[config.mk]
export PLATFORM = sky130hd
export DESIGN_NAME = cdb_arbiter
export DESIGN_NICKNAME = d
export VERILOG_FILES = /design/src/rtl/cdb_arbiter_pkg.sv /design/src/rtl/result_fifo.sv /design/src/rtl/cdb_arbiter.sv
export SDC_FILE = /design/constraint.sdc
export NUM_CORES = 1
export LEC_CHECK = 0
export CORE_MARGIN = 3
export CORE_UTILIZATION = 54
export DETAILED_ROUTE_END_ITERATION = 16
export PLACE_DENSITY_LB_ADDON = 0.2
export SLEW_MARGIN = 20
export SYNTH_ARGS = -nofsm -noshare
export SYNTH_HDL_FRONTEND = slang
export SYNTH_SLANG_ARGS = --single-unit
[constraint.sdc]
create_clock -name clk -period 4.1 [get_ports clk]
set_input_delay 0.615 -clock clk [delete_from_list [all_inputs] [get_ports clk]]
set_output_delay 0.615 -clock clk [all_outputs]
set_load 0.02 [all_outputs]
[src/rtl/cdb_arbiter_pkg.sv]
// cdb_arbiter_pkg: tag/data widths and the "no dependency" tag shared with the reservation station
package cdb_arbiter_pkg;
  localparam int CDB_LABEL_W = 4;
  localparam int CDB_DATA_W = 32;
  localparam int NO_DEP_LABEL = 0;
endpackage

[src/rtl/result_fifo.sv]
// result_fifo: single-source DEPTH-entry result buffer; guards itself against overflow and underflow
module result_fifo #(
  parameter int DEPTH = 2,
  parameter int W = 36
) (
  input  logic         clk,
  input  logic         rst,
  input  logic         push_i,
  input  logic [W-1:0] din_i,
  input  logic         pop_i,
  output logic         not_full_o,
  output logic         empty_o,
  output logic [W-1:0] head_o
);
  localparam int AW = $clog2(DEPTH);
  logic [W-1:0] mem_q [DEPTH];
  logic [AW-1:0] wr_q, rd_q;
  logic [AW:0] cnt_q;
  logic wr_en, rd_en;
  assign not_full_o = cnt_q != (AW+1)'(DEPTH);
  assign empty_o = cnt_q == '0;
  assign wr_en = push_i & not_full_o;
  assign rd_en = pop_i & ~empty_o;
  assign head_o = mem_q[rd_q];
  always_ff @(posedge clk)
    if (wr_en) mem_q[wr_q] <= din_i;
  always_ff @(posedge clk or posedge rst)
    if (rst) begin
      wr_q <= '0;
      rd_q <= '0;
      cnt_q <= '0;
    end else begin
      if (wr_en) wr_q <= wr_q + 1'b1;
      if (rd_en) rd_q <= rd_q + 1'b1;
      cnt_q <= cnt_q + {{AW{1'b0}}, wr_en} - {{AW{1'b0}}, rd_en};
    end
endmodule

[src/rtl/cdb_arbiter.sv]
// cdb_arbiter: buffers per-source results and broadcasts one per cycle on the common data bus,
// round-robin across sources, with registered broadcast outputs
module cdb_arbiter
  import cdb_arbiter_pkg::*;
#(
  parameter int NUM_SRC = 3,
  parameter int DEPTH = 2,
  parameter int LABEL_W = CDB_LABEL_W,
  parameter int DATA_W = CDB_DATA_W
) (
  input  logic                       clk,
  input  logic                       RST,
  input  logic [NUM_SRC-1:0]         srcValid,
  input  logic [NUM_SRC*LABEL_W-1:0] srcLabel,
  input  logic [NUM_SRC*DATA_W-1:0]  srcData,
  output logic [NUM_SRC-1:0]         srcReady,
  output logic                       BCEN,
  output logic [LABEL_W-1:0]         BClabel,
  output logic [DATA_W-1:0]          BCdata,
  output logic                       errLabel
);
  localparam int PW = NUM_SRC > 1 ? $clog2(NUM_SRC) : 1;
  localparam int EW = LABEL_W + DATA_W;
  logic [NUM_SRC-1:0] empty_w, push_w, pop_w, bad_w;
  logic [EW-1:0] head_w [NUM_SRC];
  logic gnt_vld;
  logic [PW-1:0] gnt_idx, rr_q, rr_d;
  logic bcen_q, bcen_d, err_q, err_d;
  logic [LABEL_W-1:0] bclabel_q, bclabel_d;
  logic [DATA_W-1:0] bcdata_q, bcdata_d;
  for (genvar i = 0; i < NUM_SRC; i++) begin : g_src
    logic [LABEL_W-1:0] lab;
    logic offered;
    assign lab = srcLabel[i*LABEL_W +: LABEL_W];
    assign offered = srcValid[i] & srcReady[i];
    assign push_w[i] = offered & (lab != LABEL_W'(NO_DEP_LABEL));
    assign bad_w[i] = offered & (lab == LABEL_W'(NO_DEP_LABEL));
    assign pop_w[i] = gnt_vld & (gnt_idx == PW'(i));
    result_fifo #(.DEPTH(DEPTH), .W(EW)) u_fifo (
      .clk       (clk),
      .rst       (RST),
      .push_i    (push_w[i]),
      .din_i     ({lab, srcData[i*DATA_W +: DATA_W]}),
      .pop_i     (pop_w[i]),
      .not_full_o(srcReady[i]),
      .empty_o   (empty_w[i]),
      .head_o    (head_w[i])
    );
  end
  // Scan from the highest offset down so the lowest offset from rr_q wins.
  always_comb begin
    gnt_vld = 1'b0;
    gnt_idx = '0;
    for (int k = NUM_SRC - 1; k >= 0; k--)
      if (!empty_w[(int'(rr_q) + k) % NUM_SRC]) begin
        gnt_vld = 1'b1;
        gnt_idx = PW'((int'(rr_q) + k) % NUM_SRC);
      end
  end
  always_comb begin
    rr_d = gnt_vld ? (gnt_idx == PW'(NUM_SRC - 1) ? '0 : gnt_idx + 1'b1) : rr_q;
    bcen_d = gnt_vld;
    bclabel_d = gnt_vld ? head_w[gnt_idx][EW-1:DATA_W] : bclabel_q;
    bcdata_d = gnt_vld ? head_w[gnt_idx][DATA_W-1:0] : bcdata_q;
    err_d = err_q | (|bad_w);
  end
  always_ff @(posedge clk or posedge RST)
    if (RST) begin
      rr_q <= '0;
      bcen_q <= 1'b0;
      bclabel_q <= '0;
      bcdata_q <= '0;
      err_q <= 1'b0;
    end else begin
      rr_q <= rr_d;
      bcen_q <= bcen_d;
      bclabel_q <= bclabel_d;
      bcdata_q <= bcdata_d;
      err_q <= err_d;
    end
  assign BCEN = bcen_q;
  assign BClabel = bclabel_q;
  assign BCdata = bcdata_q;
  assign errLabel = err_q;
endmodule

==> impl_results.md <==
- Status: finished clean
- Gpl congestion: ~0.79
- Hold buffers post-CTS: 0
- Largest net degree at the start of global routing: 46
- Grt met1 use: 0.2835
- Total Wirelength: between 20000 and 25000 um
- Core area: 18960 um^2
- Critical path type: register to register
- Synth Area in Compound Gates: 0.06191
- Slew @ Worst Pin: between 1 and 1.5 ns
- Die X-Extent: 145.6 um
- Reg2reg path depth: 12
- Synth top area share: 0.6160
- N_diodes: 0
- Vias/cell: between 5 and 6
- Post-route insts no fill: between 1k and 1.5k
- CP Capture Type: register
- Residual DRC: 0
- Yosys cell types: 41
- Syn_nets: between 700 and 800
- Die height: about 150 um
- Rel. slew slack: 0.3273
- Startpoint Class: register
- MaxCap Viol Count: 0
- CTS Buf Count: 27
- Most frequent cells after synthesis: edfxtp_1, mux2i_1, dfrtp_1, nand2_1, nor2_1
- DR iter-0 viols: 379
- Vias: approximately 6k
- Share of flip-flops with an asynchronous set or reset: 0.1940
- Antenna viol nets, final: 0
- Port bufs: approximately 150
- First-pass GRT wire length: ~36000 um
- Final slew viol count: 0
- Met3 Use GR: 0.03644
- CTS tree: done
- Crit path time final: about 3.4 ns
- WHS: between 0.4 and 0.5 ns
- DR pass1 iterations: 5
- Post-CTS Setup Bufs: 0
- Main combinational cell family by area after synthesis: multiplexers
- Synth area leader: edfxtp_1
- RSZ-0062 raised after global routing: no
- PD cells: 809.7 nW/um^2
- # setup viols final: 0
- Global route total overflow: 0
- Synth warnings: 0
- Hold Path Class: input port to asynchronous set/reset pin
- CTS Root Buffer Type: clkbuf_16
- Post-CTS resize count: 0
- Post-Syn Area per Cell: ~16 um^2
- Worst EP required: 4.54 ns
- Yosys reg bits: ~270
- Die Footprint: between 20000 and 25000 um^2
- Post-layout nets: around 900
- Most numerous cell in the Yosys netlist: edfxtp_1
- Cells after Synth: between 600 and 700
- XOR/XNOR Fraction of Synth Area: 0.009982
- Final total power: 10710 uW
- Clock Skews: 0.01054 ns
- Synth top area cells: edfxtp_1, dfrtp_1, mux2i_1
- Critical Path AT: 3.82 ns
- Leakage: about 0.0048 uW
- Cell Rows: 50
- Crit share post-route: 0.8234
- Worst-path clk slew: around 0.060 ns
- DP Cell Count: a little over 1k
- Area growth syn-to-layout: 25.57%
- Part of the Yosys area used for sequential elements: 0.7396
- Multiplexer share of the synthesized area: 0.1070
- H-tree levels: 1
- Setup TNS Final: 0 ns
- Post-synth EDFFs: between 200 and 250
- Fin util: 0.6975
- Top_reg_cell synth: edfxtp_1
- Post-Synth Simple-Gate Area: 0.04516
- Initial antenna violation count: 0
- Final Hold Vio Count: 0
- CTS Sinks: ~270
- Initial core utilization: 0.5554
- Met2 Use GR: 0.3667
- Routed WL per cell: a little over 20 um
- Vias in the first global route: about 6.5k
- FMAX: between 200 and 300 MHz
- Post-Syn Area: between 10000 and 15000 um^2
- Peak-usage layer in the global routing report: met2
- Adder and majority cell fraction of the synthesized area: 0.01070
- CP max FO: 40
- Clk_lat worst skew: 0.52 ns
- Hpwl dp: roughly 14000 um
- Total Routing Usage GR: 0.2129
- Clock buffer depth: 3
- I/O pins: ~150
- Worst vdd ir: about 440 uV
- Layout cells sized above 1: 0.1311
sequential cells by signal, indices dropped and copies added (netlist names):
register	cells
g_src.u_fifo.wr_q	3
g_src.u_fifo.cnt_q	6
g_src.u_fifo.mem_q	216
BCdata	32
errLabel	1
g_src.u_fifo.rd_q	3
BCEN	1
BClabel	4
rr_q	2
through the flow:
step	setup WS (ns)	area, um^2
6_report	0.7241	13220
5_1_grt	0.5757	13220
4_1_cts	0.7894	13200
3_5_place_dp	0.8161	12270
3_3_place_gp	1.087	12260
2_1_floorplan	0.4405	10530
critical path, cell delays in order, from the launching register on:
cell     delay [ns]
dfrtp_1        0.36
inv_1          0.08
ha_1           0.42
or4_1          0.59
o21ai_0        0.12
a21oi_1        0.15
a21o_2         0.53
nor2_2         0.27
ha_1           0.26
inv_1          0.06
ha_1           0.16
xnor2_1        0.15
xnor2_1        0.14
cell families (layout without fill, tap and decap cells):
family | Yosys count | count (layout)
mux | 108 | 108
simple gates | 109 | 109
xor+xnor | 12 | 12
fa+ha+maj | 9 | 9
compound gates | 94 | 94
flops | 268 | 268
buf+inv | 53 | 224
layer usage:
layer,part of all wire,up-vias
met5,0,-
met4,0.026,0
met3,0.072,55
met2,0.50,263
met1,0.41,3029
li1,-,2795
layout by cell type, fill, tap and decap left out, types with 3 or more instances in the layout:
master,synthesis,layout
and2_2,0,4
dfrtp_1,52,49
ha_1,9,9
inv_1,11,10
buf_4,4,8
o22ai_1,3,3
bufinv_16,0,5
xnor2_1,7,7
o21ai_0,3,3
o221ai_1,37,37
nor2_1,40,40
mux2_2,36,36
a21oi_1,39,39
or4_1,3,3
mux2i_1,72,72
clkinv_2,0,7
clkbuf_16,0,27
nor3_1,6,5
nand2_1,44,43
clkbuf_1,21,4
edfxtp_1,216,216
xor2_1,5,5
clkdlybuf4s50_1,0,153
area by class of cell:
cell class              count  area (um^2)
flip-flops and latches    268         7796
fillers                  1264         5734
multi-input cells         332         2511
repair buffers            162         1612
clock buffers              32        704.4
well taps                 260        325.3
clock inverters            18        227.7
inverters                  12        45.04
final timing paths:
kind	from	end	slack, ns
min in group clk	BCdata[29]	BCdata[29]	0.50
max in group asynchronous	RST	g_src[1].u_fifo.rd_q	2.80
worst min-delay path	RST	BCdata[13]	0.43
worst min register to register	BCdata[29]	BCdata[29]	0.50
worst max register to register	rr_q[0]	g_src[1].u_fifo.cnt_q[1]	0.72
worst max-delay path	rr_q[0]	g_src[1].u_fifo.cnt_q[1]	0.72
power breakdown:
group          internal (uW)  total [uW]  switching (uW)
Clock                   1550        2530             986
Sequential              3820        4430             611
Combinational           1670        3750            2070
Power figures use the tool's default switching activity.
